## src/rtl/frame_text_reader.sv

```systemverilog
// rtl/frame_text_reader.sv - per-frame shadowed time/date/timer text lookup with blinking cursor
module frame_text_reader #(
   parameter int BLINK_FRAMES = 30,
   parameter int COL0         = 4
) (
   input  logic        clk,
   input  logic        reset,
   input  logic [71:0] digits_in,
   input  logic        AM_PM,
   input  logic [2:0]  dia_semana,
   input  logic [1:0]  funcion,
   input  logic [1:0]  cursor_location,
   input  logic        frame_start,
   input  logic        char_req,
   input  logic [6:0]  char_col,
   input  logic [4:0]  char_row,
   output logic [6:0]  char_code,
   output logic        cursor_on,
   output logic        char_valid
);

   localparam logic [7:0] BlinkLast = 8'(BLINK_FRAMES - 1);
   localparam logic [7:0] Col0B     = 8'(COL0);
   localparam logic [6:0] Space     = 7'h20;

   // Nibbles above 9 are not BCD and render as '?'
   function automatic logic [6:0] bcd_ascii(input logic [3:0] n);
      return (n > 4'd9) ? 7'h3F : (7'h30 + {3'b000, n});
   endfunction

   logic [71:0] digits_q;
   logic        am_pm_q;
   logic [2:0]  dia_q;
   logic [1:0]  funcion_q;
   logic [1:0]  cursor_loc_q;
   logic [7:0]  blink_cnt_q;
   logic        blink_phase_q;
   logic        s1_valid_q;
   logic [6:0]  s1_code_q;
   logic        s1_cursor_q;
   logic        out_valid_q;
   logic [6:0]  out_code_q;
   logic        out_cursor_q;

   logic [7:0]  c_rel;
   logic [23:0] trio;
   logic [6:0]  sep;
   logic [20:0] wd_str;
   logic [7:0]  sel_col;
   logic        sel_ok;
   logic        field_row;
   logic [6:0]  code_d;
   logic        cursor_d;

   // Signed column offset; bit 7 set means the cell lies left of the fields
   assign c_rel = {1'b0, char_col} - Col0B;

   // Shadow copy of the producer fields, refreshed only at the frame boundary
   always_ff @(posedge clk) begin
      if (reset) begin
         digits_q     <= '0;
         am_pm_q      <= 1'b0;
         dia_q        <= '0;
         funcion_q    <= '0;
         cursor_loc_q <= '0;
      end else if (frame_start) begin
         digits_q     <= digits_in;
         am_pm_q      <= AM_PM;
         dia_q        <= dia_semana;
         funcion_q    <= funcion;
         cursor_loc_q <= cursor_location;
      end
   end

   // Frame counter toggling the cursor phase every BLINK_FRAMES frames
   always_ff @(posedge clk) begin
      if (reset) begin
         blink_cnt_q   <= '0;
         blink_phase_q <= 1'b1;
      end else if (frame_start) begin
         if (blink_cnt_q == BlinkLast) begin
            blink_cnt_q   <= '0;
            blink_phase_q <= ~blink_phase_q;
         end else begin
            blink_cnt_q <= blink_cnt_q + 8'd1;
         end
      end
   end

   // Pick the digit trio and separator for the addressed field row
   always_comb begin
      trio = digits_q[23:0];
      sep  = 7'h3A;
      case (char_row)
         5'd4: begin
            trio = digits_q[47:24];
            sep  = 7'h2F;
         end
         5'd8:    trio = digits_q[71:48];
         default: ;
      endcase
   end

   // Three-letter weekday name, first letter in the top bits
   always_comb begin
      case (dia_q)
         3'd0:    wd_str = {7'h4C, 7'h55, 7'h4E};
         3'd1:    wd_str = {7'h4D, 7'h41, 7'h52};
         3'd2:    wd_str = {7'h4D, 7'h49, 7'h45};
         3'd3:    wd_str = {7'h4A, 7'h55, 7'h45};
         3'd4:    wd_str = {7'h56, 7'h49, 7'h45};
         3'd5:    wd_str = {7'h53, 7'h41, 7'h42};
         3'd6:    wd_str = {7'h44, 7'h4F, 7'h4D};
         default: wd_str = {7'h2D, 7'h2D, 7'h2D};
      endcase
   end

   // Which row/field the cursor is allowed to sit on
   always_comb begin
      field_row = ((funcion_q == 2'd1) && (char_row == 5'd2)) ||
                  ((funcion_q == 2'd2) && (char_row == 5'd4)) ||
                  ((funcion_q == 2'd3) && (char_row == 5'd8));
      sel_ok  = 1'b1;
      sel_col = 8'd0;
      case (cursor_loc_q)
         2'd2:    sel_col = 8'd0;
         2'd1:    sel_col = 8'd3;
         2'd0:    sel_col = 8'd6;
         default: sel_ok  = 1'b0;
      endcase
   end

   // Cell lookup against the shadow as it stands in the request cycle
   always_comb begin
      code_d   = Space;
      cursor_d = 1'b0;
      if (!c_rel[7]) begin
         if ((char_row == 5'd2) || (char_row == 5'd4) || (char_row == 5'd8)) begin
            case (c_rel)
               8'd0:       code_d = bcd_ascii(trio[7:4]);
               8'd1:       code_d = bcd_ascii(trio[3:0]);
               8'd3:       code_d = bcd_ascii(trio[15:12]);
               8'd4:       code_d = bcd_ascii(trio[11:8]);
               8'd6:       code_d = bcd_ascii(trio[23:20]);
               8'd7:       code_d = bcd_ascii(trio[19:16]);
               8'd2, 8'd5: code_d = sep;
               8'd9:  if (char_row == 5'd2) code_d = am_pm_q ? 7'h50 : 7'h41;
               8'd10: if (char_row == 5'd2) code_d = 7'h4D;
               default: ;
            endcase
            if (blink_phase_q && field_row && sel_ok &&
                ((c_rel == sel_col) || (c_rel == sel_col + 8'd1)))
               cursor_d = 1'b1;
         end else if (char_row == 5'd6) begin
            case (c_rel)
               8'd0:    code_d = wd_str[20:14];
               8'd1:    code_d = wd_str[13:7];
               8'd2:    code_d = wd_str[6:0];
               default: ;
            endcase
         end
      end
   end

   // Two-stage result pipeline; reset drops anything in flight
   always_ff @(posedge clk) begin
      if (reset) begin
         s1_valid_q   <= 1'b0;
         s1_code_q    <= Space;
         s1_cursor_q  <= 1'b0;
         out_valid_q  <= 1'b0;
         out_code_q   <= Space;
         out_cursor_q <= 1'b0;
      end else begin
         s1_valid_q   <= char_req;
         s1_code_q    <= char_req ? code_d : Space;
         s1_cursor_q  <= char_req & cursor_d;
         out_valid_q  <= s1_valid_q;
         out_code_q   <= s1_code_q;
         out_cursor_q <= s1_cursor_q;
      end
   end

   assign char_valid = out_valid_q;
   assign char_code  = out_code_q;
   assign cursor_on  = out_cursor_q;

endmodule

```

## config.mk

```make
export PLATFORM = sky130hd
export DESIGN_NAME = frame_text_reader
export DESIGN_NICKNAME = d
export VERILOG_FILES = /design/src/rtl/frame_text_reader.sv
export SDC_FILE = /design/constraint.sdc
export NUM_CORES = 1
export LEC_CHECK = 0
export BUFFER_PORTS_ARGS = -buffer_cell sky130_fd_sc_hd__buf_2
export CELL_PAD_IN_SITES_DETAIL_PLACEMENT = 0
export CELL_PAD_IN_SITES_GLOBAL_PLACEMENT = 1
export CORE_UTILIZATION = 42
export CTS_BUF_LIST = sky130_fd_sc_hd__clkbuf_4
export DETAILED_ROUTE_END_ITERATION = 7
export PLACE_DENSITY_LB_ADDON = 0.05
export SKIP_CTS_REPAIR_TIMING = 1
export SLEW_MARGIN = 15
export SYNTH_ARGS = -nofsm -noshare
export SYNTH_HDL_FRONTEND = slang
export SYNTH_SLANG_ARGS = --single-unit
```

## constraint.sdc

```tcl
create_clock -name clk -period 2.56 [get_ports clk]
set_input_delay 0 -clock clk [delete_from_list [all_inputs] [get_ports clk]]
set_output_delay 0 -clock clk [all_outputs]
set_load 0.005 [all_outputs]
```

==> impl_metrics.toml <==
[placement]
gp_congestion = 0.8964
dp_hpwl_um = 9713
port_buffers = 104
post_dp_cell_area_sq_mm = 0.005859

[cells_and_area]
finalCoreUtilization = 0.5741
drive_gt1_frac = 0.1752
layout.cells.most_common = "dfxtp_1"
final_area_sq_mm = 0.006924
fin_nets = 880
antennaDiodeCount = 0
area_growth_pct = 32.93
final_cell_mix = "dfxtp_1 (107), nor2_1 (105), buf_2 (103)"

[cts]
clk_pin_slew_worst_paths_ps = 160
clock-root-buffer = "clkbuf_4"
cts_tree = "done"
clk_path_buf_depth = 2
numCtsBuffers = 9
cts.sinks = 107
htree_levels = 3
clock_latency_ps = 480

[pwr]
power_frac_seq = 0.559
clkPwrFrac = 0.255
power_density_mw_per_mm2 = 469.3
swShare = 0.2746
leakagePower_uw = 0.002993
intPower_uw = 2357
peakVddDrop_mv = 0.3342
p_sw_uw = 892.2
combPwrFrac = 0.186

[logic_synthesis]
yosysWarningCount = 0
synth_cells = 602
syn_nets = 704
synthDistinctLibCells = 55
synthArstFlopShare = 0
synth_seq_cells = 107
ys.flop_type = "dfxtp_1"
ys_seq_area_frac = 0.4112
avgSynthCellArea_sq_um = 8.652
netlist_area_sq_mm = 0.005209
synth_edf_count = 0

[run_status]
violations = "hold timing"
outcome = "finished with violations"

[die]
die-area_sq_mm = 0.01285
io_pins = 105
die_w_um = 113.4
core_area_sq_mm = 0.01206
rows = 40
start_util = 0.4318
chipHeight_um = 113.4

[grt]
grt_pass1_vias = 4244
groute.usage.overall = 0.2124
grt_pass1_wl_um = 21380
met3_usage = 0.05517
grt_max_degree = 92
grt-ovfl-total = 0
grt_antenna_before_repair = 0
met2_usage = 0.3509
top_usage_layer = "met2"
use_met1 = 0.2728

[timing]
fmax_mhz = 530.0
finalHoldViolCount = 1
slew_viol_final = 0
tightest_slew_ps = 931.8
hold_ws_ps = -8.373
finClkSkew_ps = 11.74
maxSlewHeadroom = 0.3788
finalCritPeriodShare = 0.7371
setup_tns_ps = 0
rsz0062_at_grt = "no"
setup_viol = 0
fin_crit_ps = 1887

[detailed_routing]
ant_nets = 0
drt_first_pass_iters = 4
drc_errors = 0
vias = 4987
first_iter_violations = 257
drt_wl_total_um = 14320
avgViaCountPerCell = 5.249
wl_per_cell_um = 15.07

[job]
drv_cap = 0

[critical_path]
path_class = "in2reg"
crit_required_ps = 2980
startpoint_type = "input pin"
crit_fanout = 5
arrival_ps = 2300
crit_path_end_kind = "flop"
r2r_slack_ps = 750

[min_path]
hold_path.class = "in2reg"
==> path summary, 6_finish.rpt <==
| path | depth (start not counted) | startpoint | end |
|---|---|---|---|
| worst max register to register | 6 | digits_q[19] | s1_code_q[3] |
| worst min register to register | 1 | s1_code_q[5] | char_code[5] |
| worst max-delay path | 9 | char_col[6] | s1_code_q[0] |
| worst min-delay path | 4 | char_row[2] | s1_cursor_q |
==> critical path, stage by stage <==
cell and delay (ps):
dlygate4sd3_1 530, buf_2 150, nor4bb_1 490, a31o_2 250, nand4_1 230, o22ai_1 310, or3b_1 170, nor4_2 50
o22ai_1 120
==> cell families (layout without fill, tap and decap cells) <==
| logic type | count (synthesis) | after routing | share of synthesized area |
|---|---|---|---|
| adder cells (fa/ha/maj) | 6 | 6 | 0.01441 |
| buffers and inverters | 66 | 246 | 0.05068 |
| AND/OR/NAND/NOR | 199 | 199 | 0.1799 |
| XOR/XNOR | 9 | 9 | 0.01513 |
| flip-flops | 107 | 107 | 0.4112 |
| multiplexers | 85 | 85 | 0.1638 |
| AO/OA/AOI/OAI | 130 | 130 | 0.1648 |
==> flip-flops by register name (all words and copies together), names as in the netlist <==
signal and flops:
am_pm_q 1, funcion_q 2, digits_q 72, s1_cursor_q 1, dia_q 3, char_code 7, cursor_on 1, s1_valid_q 1
blink_cnt_q 8, cursor_loc_q 2, char_valid 1, s1_code_q 7, blink_phase_q 1
==> power by group through the flow <==
| stage | Combinational [uW] | Clock (uW) | Sequential (uW) |
|---|---|---|---|
| floorplan | 342 | 0 | 1820 |
| global placement | 475 | 0 | 1850 |
| detailed placement | 484 | 0 | 1850 |
| CTS | 486 | 862 | 1820 |
| global route | 664 | 931 | 1830 |
| finish | 603 | 829 | 1820 |
==> Yosys cell counts (6+ instances only) <==
library cell,n,share of area
inv_1,20,0.014
o22ai_1,39,0.047
nor3_1,21,0.020
clkbuf_1,30,0.022
xor2_1,8,0.013
nor2b_1,12,0.014
dfxtp_1,107,0.41
buf_1,9,0.0065
mux2i_1,83,0.16
o21a_1,6,0.0086
nand2b_1,6,0.0072
nand2_1,16,0.012
nor2_1,105,0.076
ha_1,6,0.014
a221oi_1,16,0.027
o21ai_0,13,0.012
a21oi_1,34,0.033
nand3_1,7,0.0067
==> per-layer routing <==
metal | share of wire | vias to the layer above | routed length (um)
met5 | 0 | - | 0
met4 | 0.016 | 0 | 228
met3 | 0.042 | 11 | 607
met2 | 0.49 | 129 | 6981
met1 | 0.45 | 2337 | 6501
li1 | - | 2510 | -
==> layout make-up <==
type                            count  area (sq um)
Clock inverter                      6         56.30
Sequential cell                   107          2142
Multi-Input combinational cell    429          2803
Inverter                           21         78.83
Tap cell                          168         210.2
Clock buffer                        9         67.56
Fill cell                        1113          5137
Timing Repair Buffer              210          1567
==> metrics by stage <==
stage          cells  setup slack (ps)  power [uW]
2_1_floorplan    602             435.4        2163
3_3_place_gp     841             154.2        2329
3_5_place_dp     841             185.5        2337
4_1_cts          856             729.6        3166
5_1_grt          950             579.1        3424
6_report         950             673.1        3249
No activity file was read; power rests on OpenSTA's default activity.
